--- src/rtl/adc_clk_pkg.sv ---
// Shared types and default timing for the ADC clock PLL supervisor.
// Holds the FSM state encoding, default cycle counts and a width helper.
package adc_clk_pkg;

  typedef enum logic [2:0] {
    ST_RST_PLL   = 3'd0,
    ST_WAIT_LOCK = 3'd1,
    ST_STABLE    = 3'd2,
    ST_RUN       = 3'd3,
    ST_FAULT     = 3'd4
  } state_e;

  localparam int unsigned DEF_PLL_RST_CYCLES      = 16;
  localparam int unsigned DEF_LOCK_TIMEOUT_CYCLES = 50000;
  localparam int unsigned DEF_STABLE_CYCLES       = 1024;
  localparam int unsigned DEF_MAX_RETRIES         = 7;
  localparam int unsigned DEF_SYNC_STAGES         = 2;

  function automatic int unsigned max3(input int unsigned a, input int unsigned b,
                                       input int unsigned c);
    int unsigned m;
    m = (a > b) ? a : b;
    return (m > c) ? m : c;
  endfunction

endpackage

--- src/rtl/bit_sync.sv ---
// Multi-flop level synchronizer with asynchronous active-low clear.
// Used for pll_locked here and by ADC-domain consumers of adc_rst_n.
module bit_sync #(
  parameter int unsigned STAGES = 2
) (
  input  logic clk,
  input  logic rst_n,
  input  logic d_i,
  output logic q_o
);

  logic [STAGES-1:0] sync_q;

  // NOTE: flops are written with <= so every stage samples the value from before the edge.
  always_ff @(posedge clk or negedge rst_n) begin
    if (!rst_n) sync_q <= '0;
    else        sync_q <= {sync_q[STAGES-2:0], d_i};
  end

  assign q_o = sync_q[STAGES-1];

endmodule

--- src/rtl/adc_pll_supervisor.sv ---
// Sequences the ADC-clock PLL reset, qualifies lock and gates the ADC-domain reset.
// Retries failed lock attempts a bounded number of times before latching a fault.
module adc_pll_supervisor
  import adc_clk_pkg::*;
#(
  parameter int unsigned PLL_RST_CYCLES      = DEF_PLL_RST_CYCLES,
  parameter int unsigned LOCK_TIMEOUT_CYCLES = DEF_LOCK_TIMEOUT_CYCLES,
  parameter int unsigned STABLE_CYCLES       = DEF_STABLE_CYCLES,
  parameter int unsigned MAX_RETRIES         = DEF_MAX_RETRIES,
  parameter int unsigned SYNC_STAGES         = DEF_SYNC_STAGES
) (
  input  logic       refclk,
  input  logic       rst_n,
  input  logic       pll_locked,
  input  logic       force_relock,
  output logic       pll_rst,
  output logic       adc_rst_n,
  output logic       ready,
  output logic       fault,
  output logic [2:0] retry_count,
  output logic [7:0] lock_loss_count,
  output logic [2:0] state
);

  localparam int unsigned CNT_W =
    $clog2(max3(PLL_RST_CYCLES, LOCK_TIMEOUT_CYCLES, STABLE_CYCLES) + 1);
  localparam int unsigned STB_W = $clog2(STABLE_CYCLES + 1);

  state_e           state_q, state_d;
  logic [CNT_W-1:0] cnt_q, cnt_d;
  logic [STB_W-1:0] stb_q, stb_d;
  logic [2:0]       retry_q, retry_d;
  logic [7:0]       loss_q, loss_d;
  logic             pll_rst_q, pll_rst_d;
  logic             adc_rst_n_q, adc_rst_n_d;
  logic             ready_q, ready_d;
  logic             fault_q, fault_d;
  logic             locked_s;

  bit_sync #(.STAGES(SYNC_STAGES)) u_lock_sync (
    .clk   (refclk),
    .rst_n (rst_n),
    .d_i   (pll_locked),
    .q_o   (locked_s)
  );

  // cnt_q times both the PLL reset pulse and the whole lock attempt (WAIT_LOCK + STABLE);
  // stb_q separately counts the current run of consecutive locked cycles.
  always_comb begin
    // NOTE: every variable gets a default before the case so no path infers a latch.
    state_d = state_q;
    cnt_d   = cnt_q;
    stb_d   = stb_q;
    retry_d = retry_q;
    loss_d  = loss_q;

    case (state_q)
      ST_RST_PLL: begin
        if (cnt_q == CNT_W'(PLL_RST_CYCLES - 1)) begin
          state_d = ST_WAIT_LOCK;
          cnt_d   = '0;
        end else begin
          cnt_d = cnt_q + CNT_W'(1);
        end
      end
      ST_WAIT_LOCK, ST_STABLE: begin
        cnt_d = cnt_q + CNT_W'(1);
        if (cnt_q == CNT_W'(LOCK_TIMEOUT_CYCLES - 1)) begin
          cnt_d = '0;
          if (retry_q < 3'(MAX_RETRIES)) begin
            retry_d = retry_q + 3'd1;
            state_d = ST_RST_PLL;
          end else begin
            state_d = ST_FAULT;
          end
        end else if (state_q == ST_WAIT_LOCK) begin
          if (locked_s) begin
            state_d = ST_STABLE;
            stb_d   = '0;
          end
        end else if (!locked_s) begin
          stb_d = '0;
        end else if (stb_q == STB_W'(STABLE_CYCLES)) begin
          state_d = ST_RUN;
          retry_d = '0;
        end else begin
          stb_d = stb_q + STB_W'(1);
        end
      end
      ST_RUN: begin
        if (!locked_s) begin
          state_d = ST_RST_PLL;
          cnt_d   = '0;
          if (loss_q != 8'hFF) loss_d = loss_q + 8'd1;
        end
      end
      ST_FAULT: ;
      default: begin
        state_d = ST_RST_PLL;
        cnt_d   = '0;
      end
    endcase

    if (force_relock) begin
      state_d = ST_RST_PLL;
      retry_d = '0;
      cnt_d   = '0;
    end
  end

  // Outputs are decoded from the next state and registered, so they line up with state_q.
  always_comb begin
    pll_rst_d   = (state_d == ST_RST_PLL) || (state_d == ST_FAULT);
    adc_rst_n_d = (state_d == ST_RUN);
    ready_d     = (state_d == ST_RUN);
    fault_d     = (state_d == ST_FAULT);
  end

  // NOTE: only control/status flops exist here, so all of them take the async reset value.
  always_ff @(posedge refclk or negedge rst_n) begin
    if (!rst_n) begin
      state_q     <= ST_RST_PLL;
      cnt_q       <= '0;
      stb_q       <= '0;
      retry_q     <= '0;
      loss_q      <= '0;
      pll_rst_q   <= 1'b1;
      adc_rst_n_q <= 1'b0;
      ready_q     <= 1'b0;
      fault_q     <= 1'b0;
    end else begin
      state_q     <= state_d;
      cnt_q       <= cnt_d;
      stb_q       <= stb_d;
      retry_q     <= retry_d;
      loss_q      <= loss_d;
      pll_rst_q   <= pll_rst_d;
      adc_rst_n_q <= adc_rst_n_d;
      ready_q     <= ready_d;
      fault_q     <= fault_d;
    end
  end

  assign pll_rst         = pll_rst_q;
  assign adc_rst_n       = adc_rst_n_q;
  assign ready           = ready_q;
  assign fault           = fault_q;
  assign retry_count     = retry_q;
  assign lock_loss_count = loss_q;
  assign state           = state_q;

endmodule

--- config.mk ---
export PLATFORM = sky130hd
export DESIGN_NAME = adc_pll_supervisor
export DESIGN_NICKNAME = d
export VERILOG_FILES = /design/src/rtl/adc_clk_pkg.sv /design/src/rtl/bit_sync.sv /design/src/rtl/adc_pll_supervisor.sv
export SDC_FILE = /design/constraint.sdc
export NUM_CORES = 1
export LEC_CHECK = 0
export CORE_MARGIN = 8
export CORE_UTILIZATION = 45
export CTS_CLUSTER_DIAMETER = 30
export DETAILED_ROUTE_END_ITERATION = 10
export PLACE_DENSITY = 0.66
export SKIP_CTS_REPAIR_TIMING = 1
export SLEW_MARGIN = 20
export SYNTH_ARGS = -nofsm -noshare
export SYNTH_HDL_FRONTEND = slang
export SYNTH_HIERARCHICAL = 1
export SYNTH_SLANG_ARGS = --single-unit
--- constraint.sdc ---
create_clock -name refclk -period 3 [get_ports refclk]
set_input_delay 0.6 -clock refclk [delete_from_list [all_inputs] [get_ports refclk]]
set_output_delay 0.6 -clock refclk [all_outputs]
set_load 0.05 [all_outputs]
==> Word-level counts from Yosys, hierarchy flattened <==
Index checks and enable logic that the tools add are counted.
{ "totals": {"in_bits": 4, "register_bits": 46} }
{ "classes": {"n_bitwise": 2, "n_lt_le_gt_ge": 1, "n_mux": 26, "reduce_logical": 11, "eq_ne": 16, "add_sub_neg": 4} }
{ "op_table": {"columns": ["cell", "count"], "rows": [
  ["$mux W16", 4],
  ["$pmux W16 S4", 1],
  ["$mux W3", 16],
  ["$mux W11", 4],
  ["$add A16 B1 Y16 const B", 1],
  ["$eq A16 B16 Y1 const B", 1],
  ["$eq A16 B4 Y1 const B", 1],
  ["$pmux W3 S4", 1],
  ["$add A11 B1 Y11 const B", 1],
  ["$eq A11 B11 Y1 const B", 1],
  ["$eq A3 B2 Y1 const B", 3],
  ["$ne A3 B3 Y1 const B", 3],
  ["$add A8 B1 Y8 const B", 1],
  ["$ne A8 B8 Y1 const B", 1],
  ["$eq A3 B3 Y1 const B", 2],
  ["$logic_not A3 Y1", 2],
  ["$reduce_bool A3 Y1", 2],
  ["$reduce_and A5 Y1", 1],
  ["$reduce_and A4 Y1", 1],
  ["$add A3 B1 Y3 const B", 1],
  ["$eq A3 B1 Y1 const B", 1],
  ["$lt A3 B3 Y1 const B", 1],
  ["$ne A3 B2 Y1 const B", 1],
  ["$reduce_and A3 Y1", 1],
  ["7 further kinds", 8]
]} }

==> Depth between registers and ports, before layout <==
{ "depth": {"word_depth": 9, "ltp_mapped": 8} }

==> Hierarchy <==
The synthesis kept the hierarchy.
{ "modules_own_cells": {"columns": ["mod", "seq_area_each_um2", "instances", "cells_per_inst", "area_per_inst_um2"], "rows": [
  ["adc_pll_supervisor", 1102.3, 1, 258, 2433.6],
  ["bit_sync", 50.0, 1, 2, 50.0]
]} }

==> Worst setup path after synthesis <==
No wires, ideal clock.
{ "synth_path": {"path_type": "register to register", "from": "reg state_q[2] (netlist: state[2])", "to": "reg cnt_q[15]", "slack_ns": 0.758, "period_less_slack_ns": 2.242, "setup_ns": 0.078, "stages_incl_launch_ff": 7, "arrival_time_ns": 2.164, "cell_sequence": "dfrtp_1 buf_2 nand4b_1 a21oi_1 or2_2 or4_1 a21oi_1"} }
{ "synth_via": {"elab_chain_len": 4, "word_cells_on_any_way": 11, "cone_classes": "6 x eq/ne; 2 x mux; 3 x reduce/logical"} }
{ "synth_lines": {"columns": ["element", "line_no", "text"], "rows": [
  ["from (decl)", "adc_pll_supervisor.sv:29", "state_e state_q, state_d;"],
  ["from (signal assigned)", "adc_pll_supervisor.sv:132", "state_q <= state_d;"],
  ["$eq A3 B1 Y1 or $eq A3 B2 Y1 (tied branches)", "adc_pll_supervisor.sv:57", "case (state_q)"],
  ["$reduce_or A2 Y1", "adc_pll_supervisor.sv:57", null],
  ["$pmux W16 S4", "adc_pll_supervisor.sv:57", null],
  ["$mux W16", "adc_pll_supervisor.sv:104", "if (force_relock) begin"],
  ["to (signal assigned)", "adc_pll_supervisor.sv:133", "cnt_q <= cnt_d;"],
  ["to (decl)", "adc_pll_supervisor.sv:30", "logic [CNT_W-1:0] cnt_q, cnt_d;"]
]} }
Several ways; a longest one is shown, not always the timed one.
A chain may end at the register's enable or synchronous reset.

==> Worst setup path in the final report <==
{ "layout_path": {"from": "reg cnt_q[4]", "to": "reg stb_q[5]"} }
{ "layout_via": {"elab_chain_len": 3} }
{ "layout_lines": {"columns": ["element", "line_no", "text"], "rows": [
  ["$eq A16 B16 Y1", "adc_pll_supervisor.sv:68", "if (cnt_q == CNT_W'(LOCK_TIMEOUT_CYCLES - 1)) begin"],
  ["$not A1 Y1 (no line)", null, null],
  ["$reduce_and A4 Y1 (no line)", null, null],
  ["to (signal assigned)", "adc_pll_supervisor.sv:134", "stb_q <= stb_d;"],
  ["to (decl)", "adc_pll_supervisor.sv:31", "logic [STB_W-1:0] stb_q, stb_d;"]
]} }
Every way passes these cells.

==> results by group <==
Status
  – Status: finished clean

Global routing
  – Global route total overflow: 0
  – First-pass GRT wire length: 9240 µm
  – GRT Total Usage: between 10% and 20%
  – Pin count of the biggest net entering global routing: 47
  – Vias in the first global route: 1,925
  – Initial antenna violation count: 0

Route
  – Mean number of vias per cell: approximately 5.5
  – Total number of vias: about 1.9k
  – First DRT Iteration DRCs: 116
  – Post-DR wirelength/cell: ~15 µm
  – Residual DRC: 0
  – Drt pass-1 iters: 4
  – ANT nets after route: 0
  – Final wirelength: 5120 µm

Synth
  – Most area-hungry cell type in the Yosys netlist: dfrtp_1
  – Net count after synthesis: approximately 270
  – Most used flip-flop cell after synthesis: dfrtp_1
  – Mapped Cells: 260
  – Yosys warnings: 6
  – Post-synth top area share: between 40% and 50%
  – Post-synthesis sequential area ratio: a little under half
  – Asr flop ratio synth: 100%
  – Synthesized area: between 0.002 and 0.0025 mm²
  – #FFs+latches synth: 46
  – Synth cell types: 53
  – Number of synthesized flops with an enable pin: 0
  – Top cells by area, synth: dfrtp_1, xnor2_1, nor2_1, o21ai_0, nand2_1
  – Syn_area_per_cell: between 9 and 10 µm²

Power and ir drop
  – Total Power: between 1 and 1.5 mW
  – Net Sw Frac: 25.4%
  – Clk pwr share: between 30 and 40%
  – Comb pwr share: ~4.0%
  – LEAKAGE: 1.15 nW
  – VDD IR max: just under 0.2 mV
  – Register share of total power: between 50 and 60%
  – P_sw: ~280 µW
  – Internal power: between 800 and 900 µW
  – Power per Cell Area: just under 400 mW/mm²

Clock tree
  – Clock root buffer master: clkbuf_8
  – Worst skew pair latency: between 0.3 and 0.4 ns
  – Clk sink count: 46
  – Reg clk slew, reported paths: around 0.10 ns
  – TritonCTS clock tree: done
  – CTS max path bufs: 2
  – Total CTS buffers: 5
  – H-Tree Depth: 2

Final layout
  – Commonest non-fill, non-tap cell in the layout: dfrtp_1
  – # nets final: around 290
  – Most frequent cells in the layout: dfrtp_1, nor2_1, nand2_1
  – Area Growth Syn to Fin: 14.3%
  – N_diodes: 0
  – Layout cells sized above 1: roughly 7.5%

Floorplanning
  – Die area: between 0.008 and 0.009 mm²
  – Die width: roughly 90 µm
  – # rows: 27
  – Core ar.: 0.00541 mm²
  – Initial Utilization: between 40% and 50%
  – Die height: 90.3 µm
  – IO Pins: 22

Timing
  – Period utilization: 80.9%
  – Clock Skews: 0.00902 ns
  – RSZ-0062 raised after global routing: no
  – Fin crit period: approximately 2.4 ns
  – FMAX: 0.412 GHz
  – Setup violations, final: 0
  – Slew Viols, Final: 0
  – Setup tns final: 0 ns
  – Worst slew pin tran: approximately 0.65 ns
  – Hold Fails Final Rpt: 0
  – Rel. slew slack: between 50% and 60%

Placed design
  – Gpl congestion: between 0.8 and 0.9
  – Hpwl dp: approximately 3600 µm
  – IO Port Bufs: 21

Setup path
  – Worst path arrival time: between 2 and 3 ns
  – Worst setup EP type: flop
  – Crit path required time: around 3.2 ns
  – Setup CP Type: reg -> reg
  – Critical path peak fanout: 7
  – Critical Path Start Type: flop

Hold path
  – Worst min path class: in -> async

Job
  – Number of max-cap violations: 0
-- kinds of logic (layout without fill, tap and decap cells) --
| kind of cell | Yosys count | in the layout | synth area share [%] |
|---|---|---|---|
| AND/OR/NAND/NOR | 117 | 117 | 26.6 |
| AO/OA/AOI/OAI | 53 | 53 | 13.9 |
| flip-flops | 46 | 46 | 46.4 |
| XOR/XNOR | 19 | 19 | 6.70 |
| buffers and inverters | 18 | 37 | 3.07 |
| adder cells (fa/ha/maj) | 5 | 5 | 2.52 |
| multiplexers | 2 | 2 | 0.856 |
-- power by group through the flow --
stage          Clock [mW]  Combinational, mW  Sequential [mW]
2_1_floorplan           0             0.0210            0.645
3_3_place_gp            0             0.0441            0.644
3_5_place_dp            0             0.0452            0.644
4_1_cts             0.426             0.0455            0.632
5_1_grt             0.453             0.0518            0.633
6_report            0.415             0.0440            0.632
-- worst max-delay path: stages (launching register included) --
cell	delay [ns]
dfrtp_1	0.43
or4_1	0.59
nor4_2	0.62
or3b_1	0.36
or3_1	0.22
o31ai_1	0.08
-- cells in the mapped netlist, types with 6 or more instances --
master,n
nand2_1,21
o31ai_1,7
dfrtp_1,45
nand3_1,10
o21ai_0,16
xor2_1,6
inv_1,6
nor2_1,22
nor3_1,8
xnor2_1,13
nand4_1,6
a21oi_1,12
-- final cells by class --
type,count,area [µm²]
Clock buffer,5,68.8
Fill cell,495,2570
Sequential cell,46,1150
Inverter,6,22.5
Timing Repair Buffer,23,223
Tap cell,72,90.1
Clock inverter,3,26.3
Multi-Input combinational cell,196,1250
-- through the flow --
step	instances	utilization [%]	area, µm²	hold slack (ns)	setup slack [ns]
final	351	52.5	2840	0.286	0.572
after global routing	351	52.5	2840	0.342	0.406
after CTS	351	52.5	2840	0.368	0.573
after detailed placement	343	50.7	2740	0.345	0.501
after global placement	343	50.7	2740	0.340	0.544
after floorplan	260	-	2480	0.304	0.758
-- per-layer routing --
metal  vias to the layer above  routed length [µm]  track usage (%)  part of all wire, %
met4                         0                  61             4.58                  1.2
met5                         -                   0                0                    0
met2                        19                2410             22.1                   47
met3                         7                 129             2.91                  2.5
met1                       931                2520             16.9                   49
li1                        980                   -                -                    -
-- flip-flops by register name (all words and copies together), names as in the netlist --
name                count
cnt_q                  16
stb_q                  11
lock_loss_count         8
retry_count             3
state                   3
u_lock_sync/sync_q      2
fault                   1
pll_rst                 1
ready                   1
-- path summary, 6_finish.rpt --
kind | from | to | slack, ns | cells past startpoint
worst max-delay path | cnt_q[4] | stb_q[5] | 0.57 | 5
min in group refclk | u_lock_sync/sync_q[0] | u_lock_sync/sync_q[1] | 0.37 | 0
max in group asynchronous | rst_n | cnt_q[11] | 2.33 | 1
worst min-delay path | rst_n | stb_q[10] | 0.29 | 1
worst max register to register | cnt_q[4] | stb_q[5] | 0.57 | 5
worst min register to register | u_lock_sync/sync_q[0] | u_lock_sync/sync_q[1] | 0.37 | 0
No activity file was read; power rests on OpenSTA's default activity.
